--- src/rtl/dc_pkg.sv ---
// dc_pkg: shared definitions for the two-way data-cache controller.
//   - controller state encoding
//   - tag-store entry field positions (V / D / LRU / tag)
//   - default address geometry and field slices (offset / index / tag)
package dc_pkg;

    // Default geometry: 21-bit physical address = tag[20:8] | index[7:4] | offset[3:0]
    localparam int DC_TAG_W  = 13;
    localparam int DC_IDX_W  = 4;
    localparam int DC_ADDR_W = 21;
    localparam int DC_OFF_W  = DC_ADDR_W - DC_TAG_W - DC_IDX_W;

    localparam int ADDR_OFF_LSB = 0;
    localparam int ADDR_IDX_LSB = DC_OFF_W;
    localparam int ADDR_TAG_LSB = DC_OFF_W + DC_IDX_W;

    // Tag-store entry: [15] V, [14] D, [13] LRU (way1 entry only), [12:0] tag
    localparam int ENT_W       = 16;
    localparam int ENT_V       = 15;
    localparam int ENT_D       = 14;
    localparam int ENT_LRU     = 13;
    localparam int ENT_TAG_LSB = 0;
    localparam int ENT_TAG_W   = 13;

    typedef logic [ENT_W-1:0] dc_entry_t;

    typedef enum logic [2:0] {
        ST_INIT   = 3'd0,
        ST_IDLE   = 3'd1,
        ST_LOOKUP = 3'd2,
        ST_WB     = 3'd3,
        ST_FILL   = 3'd4,
        ST_UPDATE = 3'd5
    } dc_state_e;

endpackage

--- src/rtl/dc_way_cmp.sv ---
// dc_way_cmp: valid / dirty decode and tag compare for one way's tag-store entry.
//   entry  in   raw tag-store entry for this way
//   tag    in   tag of the pending request
//   hit    out  entry valid and tag matches
//   valid  out  entry V bit
//   dirty  out  entry D bit
module dc_way_cmp
    import dc_pkg::*;
#(
    parameter int TAG_W = DC_TAG_W
) (
    input  logic [ENT_W-1:0] entry,
    input  logic [TAG_W-1:0] tag,
    output logic             hit,
    output logic             valid,
    output logic             dirty
);

    // The LRU bit is interpreted by the controller, not here.
    logic unused_lru;

    assign valid      = entry[ENT_V];
    assign dirty      = entry[ENT_D];
    assign hit        = valid && (entry[ENT_TAG_LSB +: TAG_W] == tag);
    assign unused_lru = entry[ENT_LRU];

endmodule

--- src/rtl/dc_ctrl.sv ---
// dc_ctrl: two-way set-associative cache controller with an external tag store.
//   clk, rst_n              clock, asynchronous active-low reset
//   req_valid/req_wr/addr   load/store request; accepted on req_valid & req_ready
//   resp_valid/resp_way     one-cycle hit completion pulse and the way that hit
//   ts_index/ts_wr_n/ts_din tag-store index, active-low write enable, write data
//   ts_dout_way1/2          tag-store read data, combinational from ts_index
//   mem_req/mem_wr/addr     line transfer (writeback or fill), held until mem_ack
//   mem_ack                 one-cycle transfer completion
//
// state     | meaning
// ----------+-----------------------------------------------------------
// ST_INIT   | clear both ways of every index, one index per cycle
// ST_IDLE   | ready for a request
// ST_LOOKUP | compare tags; hit completes, miss picks a victim
// ST_WB     | write back the dirty victim line
// ST_FILL   | fetch the requested line
// ST_UPDATE | install the new tag in the victim way, then re-lookup
module dc_ctrl
    import dc_pkg::*;
#(
    parameter int TAG_W  = DC_TAG_W,
    parameter int IDX_W  = DC_IDX_W,
    parameter int ADDR_W = DC_ADDR_W
) (
    input  logic              clk,
    input  logic              rst_n,
    input  logic              req_valid,
    input  logic              req_wr,
    input  logic [ADDR_W-1:0] req_addr,
    output logic              req_ready,
    output logic              resp_valid,
    output logic              resp_way,
    output logic [IDX_W-1:0]  ts_index,
    output logic              ts_wr_n,
    output logic [ENT_W-1:0]  ts_din_way1,
    output logic [ENT_W-1:0]  ts_din_way2,
    input  logic [ENT_W-1:0]  ts_dout_way1,
    input  logic [ENT_W-1:0]  ts_dout_way2,
    output logic              mem_req,
    output logic              mem_wr,
    output logic [ADDR_W-1:0] mem_addr,
    input  logic              mem_ack
);

    localparam int OFF_W   = ADDR_W - TAG_W - IDX_W;
    localparam int IDX_LSB = OFF_W;
    localparam int TAG_LSB = OFF_W + IDX_W;

    dc_state_e         state, state_nxt;
    logic [IDX_W-1:0]  init_cnt;
    logic [TAG_W-1:0]  lat_tag;
    logic [IDX_W-1:0]  lat_idx;
    logic              lat_wr;
    logic              vic_way;
    logic [TAG_W-1:0]  vic_tag;

    logic              hit1, hit2, v1, v2, d1, d2;
    logic              vic_way_c, vic_dirty_c;
    logic              ts_we;
    dc_entry_t         new_ent;
    logic              unused_offset;

    assign unused_offset = ^req_addr[OFF_W-1:0];

    dc_way_cmp #(.TAG_W(TAG_W)) u_cmp_way1 (
        .entry (ts_dout_way1),
        .tag   (lat_tag),
        .hit   (hit1),
        .valid (v1),
        .dirty (d1)
    );

    dc_way_cmp #(.TAG_W(TAG_W)) u_cmp_way2 (
        .entry (ts_dout_way2),
        .tag   (lat_tag),
        .hit   (hit2),
        .valid (v2),
        .dirty (d2)
    );

    // Victim: first invalid way (way1 first), else the way the LRU bit names.
    // LRU = 1 means way1 was used last, so way2 is evicted.
    always_comb begin
        if (!v1) begin
            vic_way_c = 1'b0;
        end else if (!v2) begin
            vic_way_c = 1'b1;
        end else begin
            vic_way_c = ts_dout_way1[ENT_LRU];
        end
        vic_dirty_c = vic_way_c ? (v2 && d2) : (v1 && d1);
    end

    always_ff @(posedge clk or negedge rst_n) begin
        if (!rst_n) begin
            state    <= ST_INIT;
            init_cnt <= '1;
            lat_tag  <= '0;
            lat_idx  <= '0;
            lat_wr   <= 1'b0;
            vic_way  <= 1'b0;
            vic_tag  <= '0;
        end else begin
            state <= state_nxt;
            if (state == ST_INIT) begin
                init_cnt <= init_cnt - IDX_W'(1);
            end
            if (state == ST_IDLE && req_valid) begin
                lat_tag <= req_addr[TAG_LSB +: TAG_W];
                lat_idx <= req_addr[IDX_LSB +: IDX_W];
                lat_wr  <= req_wr;
            end
            if (state == ST_LOOKUP && !(hit1 || hit2)) begin
                vic_way <= vic_way_c;
                vic_tag <= vic_way_c ? ts_dout_way2[ENT_TAG_LSB +: TAG_W]
                                     : ts_dout_way1[ENT_TAG_LSB +: TAG_W];
            end
        end
    end

    always_comb begin
        state_nxt   = state;
        req_ready   = 1'b0;
        resp_valid  = 1'b0;
        resp_way    = 1'b0;
        ts_index    = lat_idx;
        ts_we       = 1'b0;
        // Untouched fields and ways are written back with what was read.
        ts_din_way1 = ts_dout_way1;
        ts_din_way2 = ts_dout_way2;
        mem_req     = 1'b0;
        mem_wr      = 1'b0;
        mem_addr    = '0;
        new_ent     = '0;

        case (state)
            ST_INIT: begin
                // Down-counter 15..0 maps to index 0..15.
                ts_index    = ~init_cnt;
                ts_we       = 1'b1;
                ts_din_way1 = '0;
                ts_din_way2 = '0;
                if (init_cnt == '0) begin
                    state_nxt = ST_IDLE;
                end
            end

            ST_IDLE: begin
                req_ready = 1'b1;
                if (req_valid) begin
                    state_nxt = ST_LOOKUP;
                end
            end

            ST_LOOKUP: begin
                if (hit1 || hit2) begin
                    resp_valid = 1'b1;
                    resp_way   = !hit1;
                    ts_we      = 1'b1;
                    state_nxt  = ST_IDLE;
                    if (hit1) begin
                        ts_din_way1[ENT_LRU] = 1'b1;
                        ts_din_way1[ENT_D]   = ts_dout_way1[ENT_D] | lat_wr;
                    end else begin
                        // LRU lives in the way1 entry, so a way2 hit still rewrites it.
                        ts_din_way1[ENT_LRU] = 1'b0;
                        ts_din_way2[ENT_D]   = ts_dout_way2[ENT_D] | lat_wr;
                    end
                end else if (vic_dirty_c) begin
                    state_nxt = ST_WB;
                end else begin
                    state_nxt = ST_FILL;
                end
            end

            ST_WB: begin
                mem_req  = 1'b1;
                mem_wr   = 1'b1;
                mem_addr = {vic_tag, lat_idx, {OFF_W{1'b0}}};
                if (mem_ack) begin
                    state_nxt = ST_FILL;
                end
            end

            ST_FILL: begin
                mem_req  = 1'b1;
                mem_addr = {lat_tag, lat_idx, {OFF_W{1'b0}}};
                if (mem_ack) begin
                    state_nxt = ST_UPDATE;
                end
            end

            ST_UPDATE: begin
                ts_we                      = 1'b1;
                new_ent[ENT_V]             = 1'b1;
                new_ent[ENT_TAG_LSB +: TAG_W] = lat_tag;
                if (!vic_way) begin
                    ts_din_way1          = new_ent;
                    ts_din_way1[ENT_LRU] = 1'b1;
                end else begin
                    ts_din_way2          = new_ent;
                    ts_din_way1[ENT_LRU] = 1'b0;
                end
                state_nxt = ST_LOOKUP;
            end

            default: begin
                state_nxt = ST_INIT;
            end
        endcase
    end

    // Gated by rst_n so the tag store is never written while reset is held.
    assign ts_wr_n = !(ts_we && rst_n);

endmodule

--- config.mk ---
export PLATFORM = sky130hd
export DESIGN_NAME = dc_ctrl
export DESIGN_NICKNAME = d
export VERILOG_FILES = /design/src/rtl/dc_pkg.sv /design/src/rtl/dc_way_cmp.sv /design/src/rtl/dc_ctrl.sv
export SDC_FILE = /design/constraint.sdc
export NUM_CORES = 1
export LEC_CHECK = 0
export ABC_AREA = 1
export CAP_MARGIN = 25
export CORE_MARGIN = 1.5
export CORE_UTILIZATION = 41
export CTS_BUF_LIST = sky130_fd_sc_hd__clkbuf_4
export CTS_CLUSTER_SIZE = 8
export DETAILED_ROUTE_END_ITERATION = 7
export GPL_TIMING_DRIVEN = 1
export PLACE_DENSITY = 0.79
export SKIP_CTS_REPAIR_TIMING = 1
export SLEW_MARGIN = 10
export SYNTH_ARGS = -nofsm -noshare
export SYNTH_HDL_FRONTEND = slang
export SYNTH_SLANG_ARGS = --single-unit
--- constraint.sdc ---
create_clock -name clk -period 1.81 [get_ports clk]
set_input_delay 0.4525 -clock clk [delete_from_list [all_inputs] [get_ports clk]]
set_output_delay 0.4525 -clock clk [all_outputs]
set_load 0.02 [all_outputs]
==> impl_metrics.csv, run 1 <==
group,metric,value,unit
status,outcome,"complete, but fails checks",
status,violations,"negative setup slack",
place,dp_hpwl,10100,microns
routing,ant_nets,0,
cells_and_area,fill_cells,329,
worst_setup_path,cpMaxStageDelayCell,"dfrtp_1",
grt,antenna_found_initial,0,
grt,grt_overflow_total,0,
pwr,ir_drop,0.000960,V
floorplanning,ioPinCount,121,
synth,ys_seq_area_share,31.7,%
routing,wl_met1,6250,microns
synth,yosysTopAreaCell,"dfrtp_1",
floorplanning,die_area,8070,sq um
sta,finalHoldViolCount,0,
cells_and_area,fin_cells,803,
sta,max-slew-margin-rel,64.0,%
worst_setup_path,required,1.36,ns
floorplanning,initial_core_util,42.4,%
synth,syn_area_per_cell,6.48,sq um
worst_setup_path,path_cells,"inv_2, nor2_2, inv_2, nor2_4, inv_2, nor2_4, buf_12, nor2_4, buf_12, o22ai_4, buf_6",
routing,drt_iter0_markers,571,
synth,synthArstFlopShare,100,%
sta,whs,0.257,ns
synth,synth-main-ff-cell,"dfrtp_1",
min_path,worstHoldPathType,"input port to asynchronous set/reset pin",
worst_setup_path,setup.worst_path.class,"register to primary output",
sta,tns,-38.68,ns
sta,period_share,141,%
cts,insertion_delay,0.37,ns
synth,synth_cells,477,
synth,ys_ff_latch,39,
place,gp_congestion,0.940,
sta,fmax,392,MHz
routing,drc,0,
routing,top_layer_used,"met4",
sta,grt_setup_unrepaired,"true",
floorplanning,row_count,31,
worst_setup_path,cp-start-kind,"register",
cts,h-tree-depth,2,
pwr,p_leak,3.35,nW
pwr,power.density,1660,nW/um^2
cts,root_buffer,"clkbuf_4",
sta,min_period,2.55,ns
worst_setup_path,end_kind,"primary output",
cells_and_area,final_area,6520,sq um
cts,cts_inserted_buffers,5,
job,drv_cap,0,
cells_and_area,antennaDiodeCount,0,
routing,dr_wl_met3,1760,microns
cts,clock_sinks,39,
sta,setup_ws,-0.741,ns
synth,synth_warnings,0,
grt,grt_usage,31.7,%
routing,avgViaCountPerCell,5.98,
cts,cts_tree,"done",
sta,skew,0.0139,ns
worst_setup_path,path_delay_family,"buffers and inverters",
cells_and_area,final_layout_size_suffix_gt1_share,52.0,%
worst_setup_path,worst_ep_arrival_time,2.10,ns
synth,ys_types,32,
sta,tightest_slew,0.540,ns
worst_setup_path,crit_fanout,4,
routing,wl_per_cell,21.9,microns
cells_and_area,final_util,89.4,%
place,io_buffers,112,
cells_and_area,mostFrequentLayoutCells,"93 x nand2_1, 91 x buf_4, 70 x buf_6",
grt,grt_pass1_wl,20200,microns
routing,first_pass_iters,8,
worst_setup_path,cp.buffers_inverters,6,
place,placed_cells,772,
routing,drt_wl_total,17600,microns
worst_setup_path,reg2reg_slack,-0.27,ns
floorplanning,die_h,89.8,microns
grt,grt_max_degree,40,
floorplanning,fp.dieW,89.8,microns
routing,vias,4799,
place,placed_area,5360,sq um
synth,yosysTopAreaCellShare,28.3,%
cells_and_area,fin_nets,762,
cells_and_area,syn_to_final_growth,111,%
sta,slew_viol_final,0,
cts,ctsLongestPathBuffers,2,
worst_setup_path,critical-path-max-stage-delay,0.43,ns
synth,synth-edff-count,0,
synth,synthTopCellsByArea,"dfrtp_1 28%, nand2_1 15%, o22ai_1 7.9%",
sta,setup_viol_count_final,76,
cells_and_area,final_common_cell,"nand2_1",
floorplanning,core_area,7290,sq um
routing,route.met2.wl,8440,microns
grt,grt_pass1_vias,4049,
cts,path_clk_slew,0.14,ns
synth,netlist_area,3090,sq um
[state kept, by name, summed over array words and instances (netlist names)]
register  cells
vic_way       1
lat_wr        1
lat_tag      13
lat_idx       4
vic_tag      13
state         3
init_cnt      4
[metrics by stage]
stage | setup WS, ns | total power, mW
3_5_place_dp | -1.18 | 7.91
2_1_floorplan | -0.0939 | 5.04
5_1_grt | -0.796 | 11.1
4_1_cts | -1.19 | 8.56
3_3_place_gp | -1.12 | 7.78
6_report | -0.741 | 10.8
[cell families after synthesis]
group	after synthesis	synth area share [%]
AOI/OAI and AO/OA	104	20.4
xor gates and xnor gates	5	1.42
adders and majority gates	1	0.405
buffers and inverters	103	14.7
DFF	39	31.7
other	1	0.121
and+or+nand+nor	224	31.2
[path summary, 6_finish.rpt]
| kind | startpoint | end | cells after the start |
|---|---|---|---|
| max in group asynchronous | rst_n | lat_tag[12] | 2 |
| worst min-delay path | rst_n | lat_wr | 2 |
| min in group clk | init_cnt[0] | init_cnt[0] | 2 |
| worst max register to register | lat_tag[12] | vic_tag[0] | 15 |
| worst max-delay path | state[0] | ts_din_way2[1] | 11 |
| worst min register to register | init_cnt[0] | init_cnt[0] | 2 |
[per-layer routing]
layer | vias to the layer above | global-route usage (%)
met4 | 0 | 9.39
met3 | 135 | 4.91
met2 | 439 | 52.3
li1 | 1971 | -
met5 | - | 0
met1 | 2254 | 42.8
[where the power goes]
group	internal [mW]	switching [mW]
combinational	3.75	4.74
clock	0.306	0.337
sequential	1.31	0.355
[cell type report]
cell class                      count  area (sq um)  area share [%]
Clock buffer                        6          45.0           0.691
Timing Repair Buffer              232          2390            36.6
Clock inverter                      2          37.5           0.576
Timing Repair inverter              2          20.0           0.307
Multi-Input combinational cell    338          2560            39.2
Sequential cell                    39           985            15.1
Inverter                           85           367            5.62
Tap cell                           99           124            1.90
[synth_stat cells, types with 3 or more instances]
library cell,count
nand2_1,123
inv_1,62
nor2_1,58
o22ai_1,39
dfrtp_1,35
o21ai_0,25
a21oi_1,22
inv_2,22
o21ai_2,13
nand2_2,11
nand3_1,11
nand4_1,8
buf_4,6
clkbuf_1,5
nor3_1,5
dfstp_2,4
buf_2,3
nor2_4,3
o21ai_1,3
xor2_1,3
(Power assumes the default switching activity.)
==> inputs of run 2 (changes only) <==
Settings changed: CORE_UTILIZATION 41 to 40, PLACE_DENSITY 0.79 to 0.77.
==> impl_metrics.csv, run 2 (synthesized netlist as in run 1, its figures left out) <==
group,metric,value,unit
pwr,power.density,1560,nW/um^2
pwr,swShare,51.4,%
cts,cts_inserted_buffers,5,
pwr,p_leak,3.14,nW
grt,grt_max_degree,40,
sta,finalHoldViolCount,0,
worst_setup_path,r2r-end,"state[2]",
cells_and_area,final_common_cell,"nand2_1",
worst_setup_path,critPathLaunch,"state[0]",
cells_and_area,syn_to_final_growth,98.6,%
sta,skew,0.0231,ns
sta,slew_viol_final,0,
place,gp_congestion,0.935,
sta,tns,-33.19,ns
routing,avgViaCountPerCell,5.63,
sta,grt_setup_unrepaired,"true",
cts,insertion_delay,0.37,ns
floorplanning,fp.dieW,90.9,microns
worst_setup_path,end_kind,"primary output",
cts,clock_sinks,39,
worst_setup_path,setup.worst_path.class,"register to primary output",
routing,wl_per_cell,19.1,microns
cts,h-tree-depth,2,
sta,setup_ws,-0.654,ns
worst_setup_path,cp-start-kind,"register",
cts,ctsLongestPathBuffers,2,
pwr,pwr-share-seq,17.3,%
status,violations,"negative setup slack",
pwr,p_switching,4.91,mW
place,io_buffers,112,
routing,drt_iter0_markers,539,
pwr,power,9.55,mW
floorplanning,ioPinCount,121,
status,outcome,"complete, but fails checks",
sta,period_share,136,%
routing,drt_wl_total,15200,microns
cells_and_area,fin_nets,755,
sta,whs,0.236,ns
cts,path_clk_slew,0.16,ns
cts,cts_tree,"done",
routing,drc,0,
grt,grt_pass1_vias,3845,
sta,min_period,2.46,ns
routing,vias,4485,
sta,tightest_slew,0.674,ns
floorplanning,core_area,7370,sq um
min_path,worstHoldPathType,"input port to asynchronous set/reset pin",
floorplanning,row_count,31,
place,dp_hpwl,9810,microns
worst_setup_path,crit_path_end,"ts_din_way2[0]",
worst_setup_path,r2r_cells,13,
pwr,clock_power_share,5.2,%
floorplanning,die_area,8260,sq um
job,drv_cap,0,
worst_setup_path,crit_fanout,7,
routing,first_pass_iters,7,
sta,setup_viol_count_final,75,
pwr,p_int,4.64,mW
pwr,ir_drop,0.00101,V
cts,root_buffer,"clkbuf_4",
worst_setup_path,r2r-start,"state[0]",
worst_setup_path,reg2reg_slack,-0.13,ns
sta,max-slew-margin-rel,54.6,%
routing,ant_nets,0,
floorplanning,initial_core_util,41.9,%
worst_setup_path,required,1.36,ns
pwr,comb_power_share,77.6,%
grt,grt_usage,30.3,%
cells_and_area,final_layout_size_suffix_gt1_share,50.4,%
place,pre_cts_ws,-1.14,ns
cells_and_area,mostFrequentLayoutCells,"97 x nand2_1, 92 x buf_4, 56 x buf_6",
worst_setup_path,worst_ep_arrival_time,2.01,ns
grt,grt_pass1_wl,19600,microns
grt,grt_overflow_total,0,
cells_and_area,top_regs,"lat_tag (13), vic_tag (13)",
grt,antenna_found_initial,1,
sta,fmax,406,MHz
floorplanning,die_h,90.9,microns
## run 2: cell count changes in the layout (fill, tap and decap cells not counted), moves of 4 or more
cell,before,now
nand2_4,15,7
o21ai_0,20,24
o21ai_4,6,2
clkbuf_2,1,14
nand2_2,26,30
buf_6,70,56
nand2_1,93,97
## run 2: power by group through the flow
stage          clock network (mW)  logic [mW]  registers (mW)
2_1_floorplan                   0        3.50            1.54
3_3_place_gp                    0        6.00            1.57
3_5_place_dp                    0        6.09            1.60
4_1_cts                     0.492        6.12            1.58
5_1_grt                     0.521        7.82            1.68
6_report                    0.492        7.41            1.65
## run 2: layout make-up
cell class	instances	area, sq um
Clock inverter	3	20.0
Tap cell	99	124
Timing Repair Buffer	224	2160
Clock buffer	5	37.5
Inverter	85	362
Fill cell	407	1230
Timing Repair inverter	3	33.8
Antenna cell	1	2.50
Multi-Input combinational cell	338	2410
Sequential cell	39	987
## run 2: worst min path at each step
stage / end / slack (ns) / cells past startpoint
2_1_floorplan: lat_idx[0] / 0.16 / 0
3_3_place_gp: init_cnt[0] / 0.46 / 2
3_5_place_dp: init_cnt[0] / 0.48 / 2
4_1_cts: vic_tag[10] / 0.24 / 2
5_1_grt: vic_tag[10] / 0.27 / 2
6_report: vic_tag[10] / 0.24 / 2
## run 2: through the flow
stage | area [sq um] | utilization [%] | std cells
CTS | 5310 | 72.0 | 772
detailed placement | 5250 | 71.2 | 764
global route | 6140 | 83.3 | 797
floorplan | 3440 | - | 480
global placement | 5250 | 71.2 | 764
finish | 6140 | 83.3 | 797
## run 2: routing by layer
layer  track usage, %  vias to the layer above  share of wire, %
met5                0                        -                 0
met1             42.0                     2129                37
met4             7.68                        0               4.2
met3             4.04                       75                11
met2             49.6                      320                48
li1                 -                     1961                 -
## run 2: critical path: stages (launching register included)
cell and delay, ns:
dfrtp_2 0.46, inv_2 0.07, nor2_2 0.10, inv_2 0.06, nor2_4 0.11, inv_2 0.07, nor2_4 0.11, buf_12 0.14
nor2_4 0.06, buf_12 0.15, o22ai_2 0.15, buf_6 0.15
